<file path="src/rtl/uart_block_assembler.sv">
// Packs a UART byte stream into BLOCK_BYTES-wide blocks with a one-deep output holding register.
// Optional inter-byte timeout is built only when IDH_TIMEOUT_EN is defined.
module uart_block_assembler #(
    parameter int BLOCK_BYTES = 64,
    parameter bit MSB_FIRST   = 1'b1,
    parameter int TIMEOUT_CYC = 100000,
    localparam int CW = $clog2(BLOCK_BYTES + 1),
    localparam int DW = 8 * BLOCK_BYTES
) (
    input  logic          clk,
    input  logic          rst,
    input  logic          byte_valid,
    input  logic [7:0]    byte_data,
    input  logic          flush,
    input  logic          idh_ready,
    output logic [DW-1:0] d_out,
    output logic          idh_dv,
    output logic [CW-1:0] byte_cnt,
    output logic [15:0]   blk_cnt,
    output logic          ovf_err,
    output logic          to_err
);

    typedef enum logic [0:0] {LOAD = 1'b0, XFER = 1'b1} state_t;

    state_t        state_q, state_d;
    logic [DW-1:0] asm_q, asm_d;
    logic [DW-1:0] d_out_q, d_out_d;
    logic          idh_dv_q, idh_dv_d;
    logic [CW-1:0] byte_cnt_q, byte_cnt_d;
    logic [15:0]   blk_cnt_q, blk_cnt_d;
    logic          ovf_q, ovf_d;
    logic          to_q, to_d;
`ifdef IDH_TIMEOUT_EN
    localparam int TW = $clog2(TIMEOUT_CYC + 1);
    logic [TW-1:0] idle_q, idle_d;
`endif

    // Byte k lands at the top of the block when MSB_FIRST, else at the bottom.
    function automatic logic [DW-1:0] put_byte(input logic [DW-1:0] buf_v,
                                               input logic [CW-1:0] idx,
                                               input logic [7:0]    b);
        logic [DW-1:0] r;
        r = buf_v;
        for (int k = 0; k < BLOCK_BYTES; k++) begin
            if (idx == CW'(k)) begin
                if (MSB_FIRST) begin
                    r[8*(BLOCK_BYTES-1-k) +: 8] = b;
                end else begin
                    r[8*k +: 8] = b;
                end
            end
        end
        return r;
    endfunction

    // Next-state logic for assembly, hand-off and error pulses.
    always_comb begin
        state_d    = state_q;
        asm_d      = asm_q;
        d_out_d    = d_out_q;
        idh_dv_d   = idh_dv_q;
        byte_cnt_d = byte_cnt_q;
        blk_cnt_d  = blk_cnt_q;
        ovf_d      = 1'b0;
        to_d       = 1'b0;
`ifdef IDH_TIMEOUT_EN
        idle_d     = '0;
`endif
        if (idh_dv_q && idh_ready) begin
            blk_cnt_d = blk_cnt_q + 16'd1;
            idh_dv_d  = 1'b0;
        end else begin
            blk_cnt_d = blk_cnt_q;
        end

        case (state_q)
            LOAD: begin
                if (flush) begin
                    byte_cnt_d = '0;
                end else if (byte_valid) begin
                    asm_d      = put_byte(asm_q, byte_cnt_q, byte_data);
                    byte_cnt_d = byte_cnt_q + CW'(1);
                    if (byte_cnt_q == CW'(BLOCK_BYTES - 1)) begin
                        state_d = XFER;
                    end else begin
                        state_d = LOAD;
                    end
                end else begin
`ifdef IDH_TIMEOUT_EN
                    if (byte_cnt_q != '0) begin
                        if (idle_q == TW'(TIMEOUT_CYC - 1)) begin
                            byte_cnt_d = '0;
                            to_d       = 1'b1;
                            idle_d     = '0;
                        end else begin
                            idle_d = idle_q + TW'(1);
                        end
                    end else begin
                        idle_d = '0;
                    end
`else
                    byte_cnt_d = byte_cnt_q;
`endif
                end
            end
            XFER: begin
                // Output register is free or being popped this edge: move the block out.
                if (!idh_dv_q || idh_ready) begin
                    d_out_d  = asm_q;
                    idh_dv_d = 1'b1;
                    state_d  = LOAD;
                    if (byte_valid) begin
                        asm_d      = put_byte(asm_q, '0, byte_data);
                        byte_cnt_d = CW'(1);
                    end else begin
                        byte_cnt_d = '0;
                    end
                end else begin
                    ovf_d = byte_valid;
                end
            end
            default: begin
                state_d    = LOAD;
                byte_cnt_d = '0;
            end
        endcase
    end

    // State and output registers.
    always_ff @(posedge clk or posedge rst) begin
        if (rst) begin
            state_q    <= LOAD;
            asm_q      <= '0;
            d_out_q    <= '0;
            idh_dv_q   <= 1'b0;
            byte_cnt_q <= '0;
            blk_cnt_q  <= 16'd0;
            ovf_q      <= 1'b0;
            to_q       <= 1'b0;
`ifdef IDH_TIMEOUT_EN
            idle_q     <= '0;
`endif
        end else begin
            state_q    <= state_d;
            asm_q      <= asm_d;
            d_out_q    <= d_out_d;
            idh_dv_q   <= idh_dv_d;
            byte_cnt_q <= byte_cnt_d;
            blk_cnt_q  <= blk_cnt_d;
            ovf_q      <= ovf_d;
            to_q       <= to_d;
`ifdef IDH_TIMEOUT_EN
            idle_q     <= idle_d;
`endif
        end
    end

    assign d_out    = d_out_q;
    assign idh_dv   = idh_dv_q;
    assign byte_cnt = byte_cnt_q;
    assign blk_cnt  = blk_cnt_q;
    assign ovf_err  = ovf_q;
    assign to_err   = to_q;

endmodule
</file>
<file path="config.mk">
export PLATFORM = sky130hd
export DESIGN_NAME = uart_block_assembler
export DESIGN_NICKNAME = d
export VERILOG_FILES = /design/src/rtl/uart_block_assembler.sv
export SDC_FILE = /design/constraint.sdc
export NUM_CORES = 2
export LEC_CHECK = 0
export BUFFER_PORTS_ARGS = -buffer_cell sky130_fd_sc_hd__clkbuf_2
export CORE_MARGIN = 10
export CORE_UTILIZATION = 57
export DETAILED_ROUTE_END_ITERATION = 8
export GPL_ROUTABILITY_DRIVEN = 1
export PLACE_DENSITY = 0.79
export SYNTH_ARGS = -nofsm -noshare
export SYNTH_HDL_FRONTEND = slang
export SYNTH_SLANG_ARGS = --single-unit
</file>
<file path="constraint.sdc">
create_clock -name clk -period 33.8 [get_ports clk]
set_input_delay 0 -clock clk [delete_from_list [all_inputs] [get_ports clk]]
set_output_delay 0 -clock clk [all_outputs]
set_load 0.005 [all_outputs]
</file>
==> metrics.md <==
| Metric | Value |
|---|---|
| Number of port buffers | 549 |
| Synth top area cells | sky130_fd_sc_hd__dfrtp_1, sky130_fd_sc_hd__mux2_2, sky130_fd_sc_hd__clkbuf_1 |
| Compound-cell area share of the yosys netlist | 0.297% |
| Status | finished clean |
| Worst R2R Setup Slack | 29900 ps |
| Number of buffers created by CTS | 103 |
| Total power after layout | 0.00251 W |
| Highest clock frequency the design can meet | 256 MHz |
| Initial DRC count | 1388 |
| Final routed wirelength across all metal layers | 103000 um |
| Clock Sink Count | 1050 |
| Final weighted congestion in routability-driven placement | 0.799 |
| Library cell used as clock root buffer | sky130_fd_sc_hd__clkbuf_16 |
| Critical Path AT | 4420 ps |
| Number of hold-slack violations in the final timing report | 0 |
| Number of iterations in the first detailed-routing pass | 5 |
| Cell accounting for the most synthesized area | sky130_fd_sc_hd__dfrtp_1 |
| Peak supply drop | 0.0000442 V |
| Sequential-to-total area share from yosys stat | 66.4% |
| Overall die width | 284 um |
| Count of different cell masters after synthesis | 42 |
| Post-Synthesis Cell Area | 39600 um2 |
| Synthesis-to-finish area growth | 17.9% |
| Headroom to the max-slew limit | 21.8% |
| Final count of pins violating max slew | 0 |
| Number of flops mapped to enable cells by yosys | 0 |
| Maximum number of pins on one net before global-route repair | 198 |
| Initial antenna violation count | 0 |
| Xor/xnor cell area share of the yosys netlist | 0.354% |
| Clock network latency to the later pin of the worst-skew pair | 650 ps |
| Global-route wire length before repair | 156000 um |
| Initial core utilization | 57.6% |
| Hold slack final | 106 ps |
| GRT Residual Overflow | 0 |
| Area share of the largest cell type after synthesis | 66.4% |
| Synth Register Bits | 1050 |
| Unrepaired setup endpoints after global routing | no |
| Data required time of the critical path | 34320 ps |
| Worst-path fanout max | 183 |
| Max-cap violations | 0 |
| Cell area after layout | 46700 um2 |
| Area of placed instances | 43200 um2 |
| Kind of critical path | reg2reg |
| Number of nets in the layout | 2959 |
| Die Y | 284 um |
| Clock-pin slew on the worst setup and hold paths | 60 ps |
| Via count of the routed design | 22300 |
| Synthesized Nets | 2413 |
| Cell Rows | 96 |
| Number of placed I/O pins | 551 |
| Synthesized instance count | 2395 |
| Number of levels the H-tree was split into | 3 |
| Post-route minimum period | 3900 ps |
| Vias in the first global route | 24500 |
| Number of diodes added for antenna fixing | 0 |
| Endpoint type of the worst setup path | flip-flop |
| Number of standard cells in the layout, taps in and fillers out | 3951 |
| Clock tree from TritonCTS | built |
| Basic-gate share of the synthesized area counting and, or, nand and nor cells | 2.07% |
| Pwr dens | 53.8 nW/um2 |
| Post-route DRC | 0 |
| Number of warning messages in the yosys log | 0 |
| Class of the worst hold path | in2async |
| HPWL after DPL | 67000 um |
| Longest Clk Path Bufs | 3 |
| Setup TNS Final | 0 ps |
| Fraction of layout instances using a drive strength above 1 | 59.7% |
| Clk_skew | 16.6 ps |
| Per-cell via count in the routed design | 5.64 |
| CP startpoint kind | flip-flop |
| Die Footprint | 80400 um2 |
| Combinational family with the most area after synthesis | multiplexers |
| Post-Synth Adder-Cell Area | 0.158% |
| Final setup violation count | 0 |
| Antenna violation net count after detailed routing | 0 |
| Wire length per cell after detailed routing | 26.0 um |
| Total leakage power | 25.7 nW |
| Async SR Flop Fraction | 100% |
| Global-route usage over all layers | 25.3% |
| Final cycle utilization of the critical path | 11.5% |
| Commonest register cell after synthesis | sky130_fd_sc_hd__dfrtp_1 |
| Core Region | 68700 um2 |
| Post CTS Setup Buffer Count | 0 |
| Fraction of synthesized area in multiplexers | 29.2% |
| Number of placed instances with taps included | 3762 |
| Transition time of the tightest slew-check pin | 1170 ps |
| Avg Synthesized Cell Area | 16.5 um2 |
[worst max-delay path: stages, from the launching register on]
cell                       delay [ps]
sky130_fd_sc_hd__dfrtp_1          430
sky130_fd_sc_hd__nand2b_1         170
sky130_fd_sc_hd__nand2_4          610
sky130_fd_sc_hd__buf_4           1010
sky130_fd_sc_hd__buf_12           730
sky130_fd_sc_hd__mux2_2           430
[worst paths after layout]
| check | startpoint | endpoint | cells past startpoint |
|---|---|---|---|
| setup / recovery | idh_dv | d_out[146] | 5 |
| hold / removal | rst | d_out[20] | 3 |
| setup reg to reg | idh_dv | d_out[146] | 5 |
| hold reg to reg | blk_cnt[15] | blk_cnt[15] | 1 |
| max in group asynchronous | rst | d_out[355] | 6 |
| min in group clk | byte_data[4] | asm_q[164] | 3 |
[cell usage after synthesis (2+ instances only)]
cell type and number:
sky130_fd_sc_hd__and4_1 2, sky130_fd_sc_hd__o21ai_0 9, sky130_fd_sc_hd__mux2_2 1025, sky130_fd_sc_hd__dfrtp_1 1050
sky130_fd_sc_hd__and3_1 6, sky130_fd_sc_hd__nand2b_1 4, sky130_fd_sc_hd__nand2_4 10, sky130_fd_sc_hd__nor2b_1 3
sky130_fd_sc_hd__clkbuf_1 75, sky130_fd_sc_hd__buf_1 8, sky130_fd_sc_hd__nand4_1 8, sky130_fd_sc_hd__inv_1 6
sky130_fd_sc_hd__ha_1 5, sky130_fd_sc_hd__xor2_1 5, sky130_fd_sc_hd__buf_2 53, sky130_fd_sc_hd__buf_4 2
sky130_fd_sc_hd__nor2_1 12, sky130_fd_sc_hd__nand2_1 40, sky130_fd_sc_hd__xnor2_1 11, sky130_fd_sc_hd__and2_1 12
sky130_fd_sc_hd__o31ai_1 3, sky130_fd_sc_hd__nand3_1 3, sky130_fd_sc_hd__nand2_2 24
[routing by layer]
metal / part of all wire [%] / vias to the layer above / routed length, um / track usage [%]
li1: - / 9505 / - / -
met1: 39 / 12000 / 40200 / 30.6
met2: 51 / 614 / 52700 / 43.3
met3: 6.3 / 156 / 6480 / 6.55
met4: 3.4 / 0 / 3450 / 9.27
met5: 0 / - / 0 / 0
[registers in the layout, indices dropped and copies added, names as in the netlist]
name      count
asm_q       512
blk_cnt      16
byte_cnt      7
d_out       512
idh_dv        1
ovf_err       1
state_q       1
[power by group]
group	total, W	internal [W]	switching, W
Combinational	0.0000646	0.0000156	0.0000490
Sequential	0.00128	0.00127	0.00000846
Clock	0.00117	0.000696	0.000469
[what timing repair did]
action / 4_1_cts / 5_1_grt
gates resized for setup: 0 / 0
hold buffers: 5 / 0
hold endpoints to repair: 151 / 0
[stage by stage]
step / setup slack (ps) / util [%]
detailed placement: 29960 / 62.8
global placement: 30100 / 62.8
finish: 29900 / 68.0
floorplan: 4250 / -
CTS: 30050 / 68.0
global route: 29620 / 68.0
[final cells by class]
class,instances,area [um2]
clock buffer,153,3080
clock inverter,31,405
tap,931,1160
timing repair buffer,580,3030
inverter,6,30.0
sequential,1050,26300
fill,4596,22000
multi-input combinational,1200,12700
[cells in the final DEF, fill, tap and decap left out, types with 4 or more instances in the layout]
cell,Yosys,routed
sky130_fd_sc_hd__clkbuf_2,0,543
sky130_fd_sc_hd__nand2_2,24,24
sky130_fd_sc_hd__dlygate4sd3_1,0,5
sky130_fd_sc_hd__xor2_1,5,5
sky130_fd_sc_hd__clkbuf_16,0,107
sky130_fd_sc_hd__bufinv_16,0,9
sky130_fd_sc_hd__inv_1,6,5
sky130_fd_sc_hd__dfrtp_1,1050,1050
sky130_fd_sc_hd__clkinv_2,0,14
sky130_fd_sc_hd__buf_4,2,23
sky130_fd_sc_hd__clkbuf_1,75,23
sky130_fd_sc_hd__buf_2,53,6
sky130_fd_sc_hd__nand2b_1,4,4
sky130_fd_sc_hd__nand4_1,8,8
sky130_fd_sc_hd__nor2_1,12,12
sky130_fd_sc_hd__xnor2_1,11,11
sky130_fd_sc_hd__mux2_2,1025,1025
sky130_fd_sc_hd__clkbuf_8,0,23
sky130_fd_sc_hd__nand2_4,10,11
sky130_fd_sc_hd__o21ai_0,9,9
sky130_fd_sc_hd__nand2_1,40,39
sky130_fd_sc_hd__ha_1,5,5
sky130_fd_sc_hd__and2_1,12,12
sky130_fd_sc_hd__clkinvlp_4,0,4
sky130_fd_sc_hd__and3_1,6,6
[kinds of logic after synthesis]
kind of cell	count (synthesis)
DFF	1050
muxes	1026
buffers and inverters	145
and+or+nand+nor	136
AOI/OAI and AO/OA	16
xor gates and xnor gates	16
adders and majority gates	5
other	1
(Power assumes the default switching activity.)
